$ cat src/rtl/fetch_unit.sv
// Instruction-fetch stage: owns the PC, performs one handshaked word read per
// instruction and holds the result until the decode stage completes it.
module fetch_unit #(
    parameter logic [31:0] RESET_PC  = 32'h0000_0000,
    parameter logic [31:0] NOP_INSTR = 32'h0000_0013
) (
    input  logic        clk,
    input  logic        rst,
    input  logic [1:0]  pc_src,
    input  logic [31:0] imm_ext,
    input  logic [31:0] alu_result,
    input  logic        instr_ready,
    output logic        imem_req_valid,
    input  logic        imem_req_ready,
    output logic [31:0] imem_addr,
    input  logic        imem_resp_valid,
    input  logic [31:0] imem_resp_data,
    output logic [31:0] instr,
    output logic        instr_valid,
    output logic [31:0] pc,
    output logic [31:0] pc_plus4,
    output logic        fetch_fault
);

    localparam logic [1:0] S_REQ   = 2'd0;
    localparam logic [1:0] S_WAIT  = 2'd1;
    localparam logic [1:0] S_HOLD  = 2'd2;
    localparam logic [1:0] S_FAULT = 2'd3;

    logic [1:0]  state;
    logic [31:0] pc_q;
    logic [31:0] instr_q;
    logic [31:0] target;
    logic        target_ok;

    // Code 11 is unused by the control unit and falls back to sequential.
    function automatic logic [31:0] next_pc(input logic [1:0]  src,
                                            input logic [31:0] cur,
                                            input logic [31:0] imm,
                                            input logic [31:0] alu);
        case (src)
            2'b01:   next_pc = cur + imm;
            2'b10:   next_pc = alu & ~32'h1;
            default: next_pc = cur + 32'd4;
        endcase
    endfunction

    assign target    = next_pc(pc_src, pc_q, imm_ext, alu_result);
    assign target_ok = (target[1:0] == 2'b00);

    always_ff @(posedge clk) begin
        if (rst) begin
            state <= S_REQ;
            pc_q  <= RESET_PC;
        end else begin
            case (state)
                S_REQ:   if (imem_req_ready) state <= S_WAIT;
                S_WAIT:  if (imem_resp_valid) state <= S_HOLD;
                S_HOLD: begin
                    if (instr_ready) begin
                        if (target_ok) begin
                            pc_q  <= target;
                            state <= S_REQ;
                        end else begin
                            state <= S_FAULT;
                        end
                    end
                end
                default: state <= S_FAULT;
            endcase
        end
    end

    // Data register is not reset: the output mux hides it unless HOLD.
    always_ff @(posedge clk) begin
        if (state == S_WAIT && imem_resp_valid)
            instr_q <= imem_resp_data;
    end

    assign imem_req_valid = (state == S_REQ);
    assign imem_addr      = pc_q;
    assign instr_valid    = (state == S_HOLD);
    assign instr          = instr_valid ? instr_q : NOP_INSTR;
    assign pc             = pc_q;
    assign pc_plus4       = pc_q + 32'd4;
    assign fetch_fault    = (state == S_FAULT);

endmodule

$ cat config.mk
export PLATFORM = sky130hd
export DESIGN_NAME = fetch_unit
export DESIGN_NICKNAME = d
export VERILOG_FILES = /design/src/rtl/fetch_unit.sv
export SDC_FILE = /design/constraint.sdc
export NUM_CORES = 1
export LEC_CHECK = 0
export ABC_AREA = 1
export CAP_MARGIN = 20
export CORE_AREA = 2 2 116 118
export DETAILED_ROUTE_END_ITERATION = 10
export DIE_AREA = 0 0 118 120
export PLACE_DENSITY = 0.9
export SETUP_SLACK_MARGIN = 0.1
export SLEW_MARGIN = 20
export SYNTH_ARGS = -nofsm -noshare
export SYNTH_HDL_FRONTEND = slang
export SYNTH_SLANG_ARGS = --single-unit
$ cat constraint.sdc
create_clock -name clk -period 4.9 [get_ports clk]
set_input_delay 0.98 -clock clk [delete_from_list [all_inputs] [get_ports clk]]
set_output_delay 0.98 -clock clk [all_outputs]
set_load 0.01 [all_outputs]
==> summary.txt <==
crit path from = imem_addr[3]
fin nets = 1370
Die Area = 0.0142 sq mm
final core utilization = 0.688
Max Cap Viol = 0
synth top area cells = nand2_1 19%, edfxtp_1 15%, dfxtp_1 11%, inv_1 9.4%, a21oi_1 7.2%
Root Driver = clkbuf_16
vias = 7536
RSZ-0062 raised after global routing = false
CP required = 3920 ps
vias in the first global route = 7145
post-DR wirelength/cell = 16.7 microns
Initial Util = 0.490
RePlAce Congestion = 0.990
CTS tree = built
pwr dens = 219 mW/mm^2
synthesis warning total = 0
flop-to-flop setup slack = 2130 ps
status = complete, no violations
first-pass GRT wire length = 36900 microns
CP endpoint = pc_plus4[18]
die height = 120 microns
Die X-Extent = 118 microns
Hold Path Class = flip-flop to flip-flop
Layout Skew = 6.05 ps
part of the Yosys area used for sequential elements = 0.258
Fin Hold WS = 536 ps
most frequent cells in the layout = 329 x nand2_1, 232 x clkdlybuf4s50_1, 159 x inv_1
CP delay by family, top = simple AND/OR/NAND/NOR gates
Post-route DRC = 0
Setup crit start kind = flip-flop
Critical-path top delay cell = clkdlybuf4s50_1
DRT Pass-1 Iters = 6
Max clock buf depth = 2
Total Power = 1.95 mW
grt total ovfl = 0
design area = 0.00893 sq mm
filler instances = 1105
Least-Margin Pin Slew = 976 ps
fmax = 0.263 GHz
Period Utilization, post-route = 0.777
cts repair resizes = 0
final hold viol count = 0
pins over their slew limit = 0
VDD IR-drop max = 202 uV
Inserted Clock Buffers = 9
top cell type's share of synthesized area = 0.194
WP depth = 8
relative slew slack = 0.347
share of synthesized registers carrying an async set or reset = 0
clk_lat worst skew = 330 ps
Syn-to-layout area delta = 40.4%
setup tns final = 0 ps
Total Routing Usage GR = 0.328
Multi-input gate area = 0.00374 sq mm
EDFF count, synth = 32
DRT iter0 DRCs = 813
reg2reg path depth = 11
Routed WL = 23600 microns
largest net degree at the start of global routing = 38
Mapped Area = 0.00636 sq mm
initial antenna violation count = 0
RR Endpoint = imem_addr[31]
critical path's largest stage delay = 490 ps
row count = 42
synth unique cells = 48
Critical R2R Launch = imem_addr[0]
worst-path cell chain = ha_1 > nand3_2 > nor2_2 > nand2_1 > nor4_4 > xor2_1 > inv_1 > clkdlybuf4s50_1
hold buffer count at CTS = 0
layout cells sized above 1 = 0.0364
#FFs+latches synth = 66
Setup crit end kind = output pin
Syn Area/Cell = 6.12 sq um
CTS H-tree lvls = 3
Buf/Inv on CP = 2
Worst Path Max Fanout = 6
Yosys top cell by area = nand2_1
most common cell after layout, fill and taps aside = nand2_1
sequential cell area = 0.00164 sq mm
postcts setup bufs = 0
routed vias/inst = 5.33
top_reg_cell synth = dfxtp_1
synthesized instance count = 1039
Placement Cell Area = 0.00859 sq mm
antenna cells = 0
Setup violations, final = 0
number of I/O port buffers = 232
io pins = 234
LEAKAGE = 4.16 nW
crit path DAT = 2830 ps
Core Region = 0.0130 sq mm
DPL Wire Length = 18500 microns
post-route ant nets = 0
Reg clk slew, reported paths = 60 ps
clock sinks = 66
Crit Path Category = flip-flop to output pin
Synth Net Count = 1177
minimum clock period = 3810 ps
synthesized netlist by cell type, types with 10 or more instances:
master and count:
clkbuf_1 16, edfxtp_1 32, inv_1 159, nand4_1 10, nor3_1 13, nand2_1 329
xnor2_1 11, ha_1 34, o21ai_0 48, a21oi_1 92, nor2_1 101, dfxtp_1 34
xor2_1 11, buf_4 35, nand3_1 57
tightest hold or removal path, cell delays in order, from the launching register on:
cell and delay (ps):
dfxtp_1 360, nand2_1 90, nor2_1 40
cell families after synthesis:
| family | after synthesis | synth area share |
|---|---|---|
| AOI/OAI and AO/OA | 158 | 0.132 |
| xor gates and xnor gates | 22 | 0.0303 |
| adders and majority gates | 35 | 0.0700 |
| and+or+nand+nor | 539 | 0.356 |
| buffers and inverters | 219 | 0.154 |
| DFF | 66 | 0.258 |
worst min path at each step:
| stage | startpoint | end | cells past startpoint |
|---|---|---|---|
| 5_1_grt | imem_addr[0] | imem_addr[0] | 2 |
| 3_5_place_dp | imem_addr[0] | imem_addr[0] | 2 |
| 3_3_place_gp | imem_addr[0] | imem_addr[0] | 2 |
| 4_1_cts | imem_addr[0] | imem_addr[0] | 2 |
| 2_1_floorplan | imem_addr[0] | imem_addr[0] | 2 |
| 6_report | imem_addr[0] | imem_addr[0] | 2 |
routing by layer:
layer | GRT usage | vias up | part of all wire
li1 | - | 3665 | -
met1 | 0.398 | 3408 | 0.40
met2 | 0.583 | 412 | 0.48
met3 | 0.0599 | 51 | 0.084
met4 | 0.116 | 0 | 0.028
met5 | 0 | - | 0
final cells by class:
cell class | count | area share
multi-input cells | 754 | 0.419
well taps | 176 | 0.0246
flip-flops and latches | 66 | 0.184
clock buffers | 9 | 0.0252
repair buffers | 240 | 0.267
clock inverters | 7 | 0.0130
inverters | 161 | 0.0676
registers in the layout, summed over array words and instances, names as in the netlist:
register	flops
imem_addr	32
instr_q	32
state	2
through the flow:
stage	setup slack, ps	instances
floorplan	2100	1039
global placement	1280	1397
detailed placement	1230	1397
CTS	1120	1413
global route	953	1413
finish	1090	1413
power by group:
part | switching (mW) | internal, mW
Clock | 0.245 | 0.497
Combinational | 0.300 | 0.253
Sequential | 0.0354 | 0.623
Total | 0.580 | 1.37
(Power assumes the default switching activity.)
